**config.mk**
```make
export PLATFORM = sky130hd
export DESIGN_NAME = bram_read_align_flat
export DESIGN_NICKNAME = d
export VERILOG_FILES = /design/src/rtl/bram_read_align_if.sv /design/src/rtl/bram_read_align.sv /design/src/flat_wrapper.sv
export SDC_FILE = /design/constraint.sdc
export NUM_CORES = 1
export LEC_CHECK = 0
export BUFFER_PORTS_ARGS = -buffer_cell sky130_fd_sc_hd__clkbuf_2
export CAP_MARGIN = 20
export CORE_ASPECT_RATIO = 1.75
export CORE_MARGIN = 2
export CORE_UTILIZATION = 35
export DETAILED_ROUTE_END_ITERATION = 8
export SYNTH_ARGS = -nofsm -noshare
export SYNTH_HDL_FRONTEND = slang
export SYNTH_SLANG_ARGS = --single-unit
```
**constraint.sdc**
```tcl
create_clock -name clk_i -period 2.2 [get_ports clk_i]
set_clock_uncertainty 0.2 [all_clocks]
set_input_delay 0.44 -clock clk_i [delete_from_list [all_inputs] [get_ports clk_i]]
set_output_delay 0.44 -clock clk_i [all_outputs]
set_load 0.01 [all_outputs]
```
**src/rtl/bram_read_align_if.sv**
```systemverilog
// rtl/bram_read_align_if.sv - Handshake and data bundle for bram_read_align
//
// Groups every non-clock, non-reset signal of bram_read_align.
//   start_i, rd_valid_i, done_decode_i : stage control from the address decoder
//   index_a_i, index_b_i               : 8 x 3-bit bank index per BU (BU0 in LSBs)
//   bram_dout_a_i, bram_dout_b_i       : 8 x DATA_WIDTH bank read data (bank0 in LSBs)
//   bu_a_o, bu_b_o, out_valid_o        : routed operands per BU and their valid
//   beat_cnt_o, busy_o, conflict_o, done_o : status
// master drives the inputs and observes the outputs; slave is the aligner.
interface bram_read_align_if #(
    parameter int DATA_WIDTH = 12
);
    logic                      start_i;
    logic                      rd_valid_i;
    logic [23:0]               index_a_i;
    logic [23:0]               index_b_i;
    logic                      done_decode_i;
    logic [8*DATA_WIDTH-1:0]   bram_dout_a_i;
    logic [8*DATA_WIDTH-1:0]   bram_dout_b_i;
    logic [8*DATA_WIDTH-1:0]   bu_a_o;
    logic [8*DATA_WIDTH-1:0]   bu_b_o;
    logic                      out_valid_o;
    logic [7:0]                beat_cnt_o;
    logic                      busy_o;
    logic                      conflict_o;
    logic                      done_o;

    modport master (
        output start_i, rd_valid_i, index_a_i, index_b_i, done_decode_i,
               bram_dout_a_i, bram_dout_b_i,
        input  bu_a_o, bu_b_o, out_valid_o, beat_cnt_o, busy_o, conflict_o, done_o
    );

    modport slave (
        input  start_i, rd_valid_i, index_a_i, index_b_i, done_decode_i,
               bram_dout_a_i, bram_dout_b_i,
        output bu_a_o, bu_b_o, out_valid_o, beat_cnt_o, busy_o, conflict_o, done_o
    );
endinterface

```
**src/rtl/bram_read_align.sv**
```systemverilog
// rtl/bram_read_align.sv - Align banked BRAM read data to butterfly units
//
// Carries each accepted beat's bank indices through a BRAM_LAT-deep pipe so
// they line up with the BRAM read data, then routes bank data to each BU and
// registers the result (beat -> out_valid_o latency is BRAM_LAT+1).
//   clk_i  : clock, rising edge
//   rst_i  : asynchronous active-low reset
//   bus    : bram_read_align_if.slave (control, indices, BRAM data, outputs)
// Optional: define BRAM_CONFLICT_CHECK_EN to enable the sticky conflict_o
// flag (duplicate bank within one port's indices); otherwise conflict_o = 0.
module bram_read_align #(
    parameter int DATA_WIDTH = 12,
    parameter int BRAM_LAT   = 2
) (
    input  logic              clk_i,
    input  logic              rst_i,
    bram_read_align_if.slave  bus
);

    localparam logic [1:0] S_IDLE  = 2'd0;
    localparam logic [1:0] S_RUN   = 2'd1;
    localparam logic [1:0] S_DRAIN = 2'd2;
    localparam logic [1:0] S_DONE  = 2'd3;
    localparam int         LAST    = BRAM_LAT - 1;

    logic [1:0]              state;
    logic [2:0]              drain_cnt;
    logic                    accept;
    logic                    start_ok;
    logic [7:0]              beat_cnt_q;

    logic                    pipe_vld [BRAM_LAT];
    logic [23:0]             pipe_ia  [BRAM_LAT];
    logic [23:0]             pipe_ib  [BRAM_LAT];

    logic [DATA_WIDTH-1:0]   bank_a [8];
    logic [DATA_WIDTH-1:0]   bank_b [8];
    logic [8*DATA_WIDTH-1:0] bu_a_q;
    logic [8*DATA_WIDTH-1:0] bu_b_q;
    logic                    out_valid_q;

    assign accept   = (state == S_RUN) && bus.rd_valid_i;
    assign start_ok = (state == S_IDLE) && bus.start_i;

    // DRAIN counts BRAM_LAT..0 so the last beat's output has left before DONE.
    always_ff @(posedge clk_i or negedge rst_i) begin
        if (!rst_i) begin
            state     <= S_IDLE;
            drain_cnt <= '0;
        end else begin
            case (state)
                S_IDLE: if (bus.start_i) state <= S_RUN;
                S_RUN: begin
                    if (bus.done_decode_i) begin
                        state     <= S_DRAIN;
                        drain_cnt <= 3'(BRAM_LAT);
                    end
                end
                S_DRAIN: begin
                    if (drain_cnt == 3'd0) state <= S_DONE;
                    else                   drain_cnt <= drain_cnt - 3'd1;
                end
                default: state <= S_IDLE;
            endcase
        end
    end

    always_ff @(posedge clk_i or negedge rst_i) begin
        if (!rst_i) begin
            beat_cnt_q <= '0;
        end else if (start_ok) begin
            beat_cnt_q <= '0;
        end else if (accept) begin
            beat_cnt_q <= beat_cnt_q + 8'd1;
        end
    end

    // Index pipe: stage LAST is aligned with the cycle the BRAM presents data.
    always_ff @(posedge clk_i or negedge rst_i) begin
        if (!rst_i) begin
            for (int k = 0; k < BRAM_LAT; k++) begin
                pipe_vld[k] <= 1'b0;
                pipe_ia[k]  <= '0;
                pipe_ib[k]  <= '0;
            end
        end else begin
            pipe_vld[0] <= accept;
            pipe_ia[0]  <= bus.index_a_i;
            pipe_ib[0]  <= bus.index_b_i;
            for (int k = 1; k < BRAM_LAT; k++) begin
                pipe_vld[k] <= pipe_vld[k-1];
                pipe_ia[k]  <= pipe_ia[k-1];
                pipe_ib[k]  <= pipe_ib[k-1];
            end
        end
    end

    always_comb begin
        for (int k = 0; k < 8; k++) begin
            bank_a[k] = bus.bram_dout_a_i[k*DATA_WIDTH +: DATA_WIDTH];
            bank_b[k] = bus.bram_dout_b_i[k*DATA_WIDTH +: DATA_WIDTH];
        end
    end

    // Full crossbar: several BUs may pick the same bank and all get its data.
    always_ff @(posedge clk_i or negedge rst_i) begin
        if (!rst_i) begin
            bu_a_q      <= '0;
            bu_b_q      <= '0;
            out_valid_q <= 1'b0;
        end else begin
            out_valid_q <= pipe_vld[LAST];
            if (pipe_vld[LAST]) begin
                for (int i = 0; i < 8; i++) begin
                    bu_a_q[i*DATA_WIDTH +: DATA_WIDTH] <= bank_a[pipe_ia[LAST][i*3 +: 3]];
                    bu_b_q[i*DATA_WIDTH +: DATA_WIDTH] <= bank_b[pipe_ib[LAST][i*3 +: 3]];
                end
            end
        end
    end

`ifdef BRAM_CONFLICT_CHECK_EN
    logic dup_a;
    logic dup_b;
    logic conflict_q;

    // Only duplicates within one port matter; A and B read separate ports.
    always_comb begin
        dup_a = 1'b0;
        dup_b = 1'b0;
        for (int i = 0; i < 8; i++) begin
            for (int j = i + 1; j < 8; j++) begin
                if (bus.index_a_i[i*3 +: 3] == bus.index_a_i[j*3 +: 3]) dup_a = 1'b1;
                if (bus.index_b_i[i*3 +: 3] == bus.index_b_i[j*3 +: 3]) dup_b = 1'b1;
            end
        end
    end

    always_ff @(posedge clk_i or negedge rst_i) begin
        if (!rst_i) begin
            conflict_q <= 1'b0;
        end else if (start_ok) begin
            conflict_q <= 1'b0;
        end else if (accept && (dup_a || dup_b)) begin
            conflict_q <= 1'b1;
        end
    end

    assign bus.conflict_o = conflict_q;
`else
    assign bus.conflict_o = 1'b0;
`endif

    assign bus.bu_a_o      = bu_a_q;
    assign bus.bu_b_o      = bu_b_q;
    assign bus.out_valid_o = out_valid_q;
    assign bus.beat_cnt_o  = beat_cnt_q;
    assign bus.busy_o      = (state != S_IDLE);
    assign bus.done_o      = (state == S_DONE);

endmodule

```
**src/flat_wrapper.sv**
```systemverilog
// flat-port wrapper written by rule: the top's interface ports become plain ports
module bram_read_align_flat 
#(
    parameter int DATA_WIDTH = 12,
    parameter int BRAM_LAT   = 2
)
  (clk_i, rst_i, bus_start_i, bus_rd_valid_i, bus_index_a_i, bus_index_b_i, bus_done_decode_i, bus_bram_dout_a_i, bus_bram_dout_b_i, bus_bu_a_o, bus_bu_b_o, bus_out_valid_o, bus_beat_cnt_o, bus_busy_o, bus_conflict_o, bus_done_o);
  bram_read_align_if #(.DATA_WIDTH(DATA_WIDTH)) bus_i ();
  input  logic clk_i;
  input  logic rst_i;
  input wire logic [$bits(bus_i.start_i)-1:0] bus_start_i;
  input wire logic [$bits(bus_i.rd_valid_i)-1:0] bus_rd_valid_i;
  input wire logic [$bits(bus_i.index_a_i)-1:0] bus_index_a_i;
  input wire logic [$bits(bus_i.index_b_i)-1:0] bus_index_b_i;
  input wire logic [$bits(bus_i.done_decode_i)-1:0] bus_done_decode_i;
  input wire logic [$bits(bus_i.bram_dout_a_i)-1:0] bus_bram_dout_a_i;
  input wire logic [$bits(bus_i.bram_dout_b_i)-1:0] bus_bram_dout_b_i;
  output wire logic [$bits(bus_i.bu_a_o)-1:0] bus_bu_a_o;
  output wire logic [$bits(bus_i.bu_b_o)-1:0] bus_bu_b_o;
  output wire logic [$bits(bus_i.out_valid_o)-1:0] bus_out_valid_o;
  output wire logic [$bits(bus_i.beat_cnt_o)-1:0] bus_beat_cnt_o;
  output wire logic [$bits(bus_i.busy_o)-1:0] bus_busy_o;
  output wire logic [$bits(bus_i.conflict_o)-1:0] bus_conflict_o;
  output wire logic [$bits(bus_i.done_o)-1:0] bus_done_o;
  assign bus_i.start_i = bus_start_i;
  assign bus_i.rd_valid_i = bus_rd_valid_i;
  assign bus_i.index_a_i = bus_index_a_i;
  assign bus_i.index_b_i = bus_index_b_i;
  assign bus_i.done_decode_i = bus_done_decode_i;
  assign bus_i.bram_dout_a_i = bus_bram_dout_a_i;
  assign bus_i.bram_dout_b_i = bus_bram_dout_b_i;
  assign bus_bu_a_o = bus_i.bu_a_o;
  assign bus_bu_b_o = bus_i.bu_b_o;
  assign bus_out_valid_o = bus_i.out_valid_o;
  assign bus_beat_cnt_o = bus_i.beat_cnt_o;
  assign bus_busy_o = bus_i.busy_o;
  assign bus_conflict_o = bus_i.conflict_o;
  assign bus_done_o = bus_i.done_o;
  bram_read_align #(.DATA_WIDTH(DATA_WIDTH), .BRAM_LAT(BRAM_LAT)) u_core (.clk_i(clk_i), .rst_i(rst_i), .bus(bus_i));
endmodule
```
* Word level (Yosys, flattened, before mapping)
Index checks and enable logic that the tools add are counted.
Widths: inputs -> output; s select.
** Word-level totals
- Bits in registers :: 304
- Input bits :: 245
- Output and inout port bits :: 204
- Word-level logic and storage cells :: 119
** Operators by class
- $add $sub $neg :: 2
- $lt $le $gt $ge :: 16
- Equal/unequal tests :: 7
- Mux-type cells :: 57
- Bitwise gates (word level) :: 16
- Reductions and logical operators :: 9
** Operators with widths (count)
- $bmux 12 s3 :: 16
- $mux 12 :: 32
- $ge 4x4->1 const B :: 16
- $not 3->4 :: 16
- $mux 8 :: 2
- $add 8x1->8 const B :: 1
- $mux 2 :: 3
- $mux 3 :: 2
- $ne 2x2->1 const B :: 3
- $pmux 2 s3 :: 1
- $pmux 3 s2 :: 1
- $reduce_and 3->1 :: 2
- $reduce_bool 2->1 :: 3
- $eq 2x2->1 const B :: 2
- $logic_not 3->1 :: 1
- $sub 3x1->3 const B :: 1
- $eq 2x1->1 const B :: 1
- $logic_and 1x1->1 :: 2
- $logic_not 2->1 :: 1
- $ne 2x1->1 const B :: 1

* Depth between registers and ports, before layout
- Depth in word-level cells :: 4
- Gate-level depth with buffers :: 7
- Mapped depth without buffers :: 6

* Worst setup path after synthesis
No wires, ideal clock.
- Kind :: reg-to-reg
- From :: reg u_core.state[1]
- To :: reg u_core.beat_cnt_q[6] (netlist: u_core.bus.beat_cnt_o[6])
- Setup time :: 0.078 ns
- Arrival :: 1.438 ns
- Required time :: 1.922 ns
- Setup slack :: 0.485 ns
- Stages on the path, launching flop included :: 7
- Path buffers :: 0
- Clock period less this slack :: 1.715 ns
- Path through :: dfrtp_1 -> inv_1 -> ha_1 -> and3_4 -> nand3_4 -> or3_1 -> a21oi_1
** Between the ends
- Longest elaborated chain between the ends :: 3
- Elaborated cells between the ends (all ways) :: 6
- Those cells by class :: eq/ne: 1; mux: 1; reduce/logical: 4
** RTL lines
- start: declaration :: RTL line bram_read_align.sv:26 : logic [1:0] state;
- start signal: assignment :: RTL line bram_read_align.sv:48 : state <= S_IDLE;
- start signal: assignment :: RTL line bram_read_align.sv:52 : S_IDLE: if (bus.start_i) state <= S_RUN;
- start signal: assignment :: RTL line bram_read_align.sv:55 : state <= S_DRAIN;
- $eq 2x1->1 / $logic_not 2->1 (equally long branches) :: RTL line bram_read_align.sv:42, bram_read_align.sv:43
- $logic_and 1x1->1, on equally long branches :: RTL line bram_read_align.sv:42, bram_read_align.sv:43
- $reduce_bool 2->1 (no line) / $mux 8 (equally long branches)
- end signal: assignment :: RTL line bram_read_align.sv:74 : beat_cnt_q <= beat_cnt_q + 8'd1;
- end: declaration :: RTL line bram_read_align.sv:30 : logic [7:0] beat_cnt_q;
Parallel ways exist; a longest one is shown, timed or not.
A chain may end at the register's enable or synchronous reset.

* Worst setup path after layout
- From :: reg u_core.pipe_ia[11] in the netlist's numbering
- To :: reg u_core.bu_a_q[38] (netlist: u_core.bus.bu_a_o[38])
** Between the ends
- Longest elaborated chain between the ends :: 4
** RTL lines
- start: declaration :: RTL line bram_read_align.sv:33 : logic [23:0] pipe_ia [BRAM_LAT];
- start signal: indexed assignment :: RTL line bram_read_align.sv:92 : pipe_ia[k] <= pipe_ia[k-1];
- $not 3->4 (not written as such) :: RTL line bram_read_align.sv:115 : bu_a_q[i*DATA_WIDTH +: DATA_WIDTH] <= bank_a[pipe_ia[LAST][i*3 +: 3]];
- $bmux 12 s3 :: RTL line bram_read_align.sv:115
- $mux 12 (not written as such) (2 in series) :: RTL line bram_read_align.sv:115
- end signal: indexed assignment :: RTL line bram_read_align.sv:115
- end: declaration :: RTL line bram_read_align.sv:38 : logic [8*DATA_WIDTH-1:0] bu_a_q;
Every way passes these cells. The select of a mux whose other input is x is not followed.

==> flow_metrics.py <==
metrics = {
    "synthesis": {
        "synthCells": 2554,
        "synth_top_area_share_pct": 32.60,
        "synth_area_leaders": "mux2i_1 33%, dfrtp_1 32%, a22oi_1 12%",
        "synth_largest_area_cell": "mux2i_1",
        "syn-cell-area_sq_um": 23610,
        "syn_avg_cell_area_sq_um": 9.245,
        "synth-async-reset-ratio_pct": 100.0,
        "synth_ff_type": "dfrtp_1",
        "syn_nets": 2806,
        "synth_seq_cells": 304,
        "synth-edff-count": 0,
        "synth.yosys.seq_area_share_pct": 32.22,
        "yosys.cell_types.count": 35,
        "ys_warn_count": 0,
    },
    "routing": {
        "drt-total-wl_um": 123700,
        "drt_pass1_iterations": 6,
        "viasPerCell": 6.076,
        "drtIter0Drc": 2473,
        "drc": 0,
        "ant_nets": 0,
        "wl_per_cell_um": 32.62,
        "num_vias": 23050,
    },
    "die": {
        "die_h_um": 347.6,
        "fp-row-count": 126,
        "dieArea_sq_um": 69640,
        "start_util_pct": 35.16,
        "die_w_um": 200.3,
        "fp.coreArea_sq_um": 67160,
        "design.portCount": 449,
    },
    "run_status": {
        "status": "complete, no violations",
    },
    "clocking": {
        "cts_buffers": 35,
        "clock_path_buffers": 3,
        "clock_latency_ns": 0.58,
        "numClockSinks": 304,
        "cts_tree": "built",
        "root_buffer": "clkbuf_16",
        "clk_pin_slew_ns": 0.07,
        "h-tree-depth": 2,
    },
    "global_routing": {
        "grtUsageTotal_pct": 34.70,
        "grt_pass1_vias": 22680,
        "grt_pass1_wl_um": 173200,
        "antenna_found_initial": 6,
        "overflow": 0,
        "grt_max_degree": 81,
    },
    "power": {
        "swShare_pct": 42.02,
        "power.density_nw_per_um2": 910.3,
        "power.leakage_uw": 0.01409,
        "p_comb_share_pct": 40.8,
        "pwr-share-clk_pct": 24.2,
        "seqPwrFrac_pct": 35.0,
        "switching_power_uw": 10850,
        "p_int_uw": 14970,
        "irDropWorstVdd_mv": 0.5869,
    },
    "worst_setup_path": {
        "worstPathArrival_ns": 2.39,
        "end_kind": "flip-flop",
        "cp-start-kind": "flip-flop",
        "cp_data_required_time_ns": 2.43,
        "path_cells": "nor2b_1 > a22oi_1 > nand3_1 > o21ai_1",
        "r2r-end": "u_core.bus.bu_a_o[38]",
        "crit_start": "u_core.pipe_ia[11]",
        "critPathMaxFanout": 12,
        "reg2reg_from": "u_core.pipe_ia[11]",
        "cpMaxStageDelayCell": "nor2b_1",
        "worstRegToRegCells": 4,
        "max_stage_delay_ns": 0.86,
        "critPathKind": "reg -> reg",
        "rrSetupSlack_ns": 0.04,
        "crit_end": "u_core.bus.bu_a_o[38]",
    },
    "timing": {
        "tns_ns": 0,
        "tightest_slew_ns": 1.161,
        "timing.hold.ws_ns": 0.08934,
        "max_slew_margin_pct": 22.46,
        "rsz0062_at_grt": "false",
        "max_freq_ghz": 0.4637,
        "drv_slew": 0,
        "finalCritPeriodShare_pct": 98.03,
        "period_needed_ns": 2.157,
        "final_hold_viol_count": 0,
        "setup_violations": 0,
    },
    "finish": {
        "multi_input_area_sq_um": 13250,
        "final_util_pct": 42.23,
        "drive_gt1_share_pct": 24.10,
        "seq_area_sq_um": 7631,
        "fin_nets": 3119,
        "nFillCells": 6826,
        "area_delta_synth_final_pct": 20.13,
    },
    "place": {
        "port_buffers": 447,
        "place_hpwl_um": 90500,
        "place.gp.congestion": 1.081,
    },
    "min_path": {
        "hold_path.class": "in -> reg",
    },
    "run": {
        "cap_violations": 0,
    },
}
[power by group through the flow]
stage               registers [uW]  clock network, uW  logic [uW]
finish                        9040               6250       10500
global route                  9260               6530       11300
CTS                           9070               6360       10400
detailed placement            9140                  0       10300
global placement              9150                  0       10200
floorplan                     9450                  0        4740
[cells in the final DEF, fill, tap and decap left out, types with 4 or more instances in the layout]
cell	count
mux2i_1	768
clkbuf_2	446
a22oi_1	384
dfrtp_1	287
inv_1	199
nand3_1	194
o21ai_1	183
buf_4	145
dlygate4sd3_1	50
clkbuf_16	37
nor2b_1	32
buf_12	30
nor2_1	23
and2_1	17
dfrtp_2	16
o21ai_0	14
clkbuf_1	9
nand2_1	7
ha_1	7
clkbuf_8	7
xor2_1	6
diode_2	5
clkinvlp_4	4
[cells by family (layout without fill, tap and decap cells)]
| group | after synthesis | after routing | share of synthesized area (%) |
|---|---|---|---|
| compound gates | 588 | 588 | 16.60 |
| xor+xnor | 6 | 6 | 0.2226 |
| fa+ha+maj | 7 | 7 | 0.3709 |
| buf+inv | 595 | 933 | 11.69 |
| flops | 304 | 304 | 32.22 |
| mux | 770 | 770 | 32.65 |
| other cells | 1 | 6 | 0.01588 |
| simple gates | 283 | 283 | 6.231 |
[cells in the mapped netlist, types with 2 or more instances]
cell type,count
mux2i_1,769
a22oi_1,384
dfrtp_1,304
clkbuf_1,202
inv_1,199
nand3_1,194
o21ai_1,183
buf_1,78
buf_6,48
buf_2,35
buf_4,33
nor2b_1,32
nor2_1,23
and2_1,17
o21ai_0,14
ha_1,7
nand2_1,7
xor2_1,6
a21oi_1,2
nand4_1,2
[how the worst min path moves through the flow]
stage | slack [ns] | end | startpoint | cells past startpoint
after floorplan | -0.06 | u_core.bus.beat_cnt_o[0] | rst_i | 0
after global placement | 0.10 | u_core.bus.bu_a_o[79] | rst_i | 1
after detailed placement | 0.10 | u_core.bus.bu_a_o[79] | rst_i | 1
after CTS | 0.07 | u_core.drain_cnt[1] | bus_done_decode_i | 4
after global routing | 0.10 | u_core.bus.beat_cnt_o[2] | bus_start_i | 4
final | 0.09 | u_core.drain_cnt[1] | bus_done_decode_i | 4
[routing by layer]
metal	share of wire (%)	global-route usage (%)	up-vias
met5	0.019	0.2801	-
met1	33	35.49	11140
met4	11	29.33	4
li1	-	-	9766
met3	8.8	8.350	535
met2	48	59.68	1600
[area by class of cell]
type                       count  share of cell area, %
sequential                   304                  26.90
clock buffer                  53                  3.723
timing repair buffer         672                  15.64
tap                          896                  3.952
antenna                        5                0.04411
clock inverter                 9                 0.3970
multi-input combinational   1655                  46.70
inverter                     199                  2.633
[flip-flops by register name (all words and copies together), names as in the netlist]
name                    count
u_core.bus.beat_cnt_o       8
u_core.bus.bu_a_o          96
u_core.bus.bu_b_o          96
u_core.bus.out_valid_o      1
u_core.drain_cnt            3
u_core.pipe_ia             48
u_core.pipe_ib             48
u_core.pipe_vld             2
u_core.state                2
[what timing repair did]
action / 4_1_cts / 5_1_grt
hold buffers: 50 / 0
resized for setup: 0 / 1
endpoints found under the setup margin: 0 / 2
hold endpoints to repair: 280 / 0
setup buffers: 0 / 1
[stage by stage]
| stage | total power (uW) | setup WS [ns] | instances | area [sq um] |
|---|---|---|---|---|
| 5_1_grt | 27060 | 0.002806 | 3791 | 28360 |
| 3_5_place_dp | 19420 | 0.1277 | 3674 | 26660 |
| 6_report | 25820 | 0.04331 | 3793 | 28360 |
| 4_1_cts | 25840 | 0.01932 | 3786 | 28330 |
| 3_3_place_gp | 19340 | 0.1593 | 3674 | 26660 |
| 2_1_floorplan | 14190 | 0.4847 | 2554 | 23610 |
[critical path, delay by kind of cell, from the launching register on]
family          cells  cell delay [ns]
simple gates        2             1.08
compound gates      2             0.33
flops               1             0.41
Power figures use the tool's default switching activity.
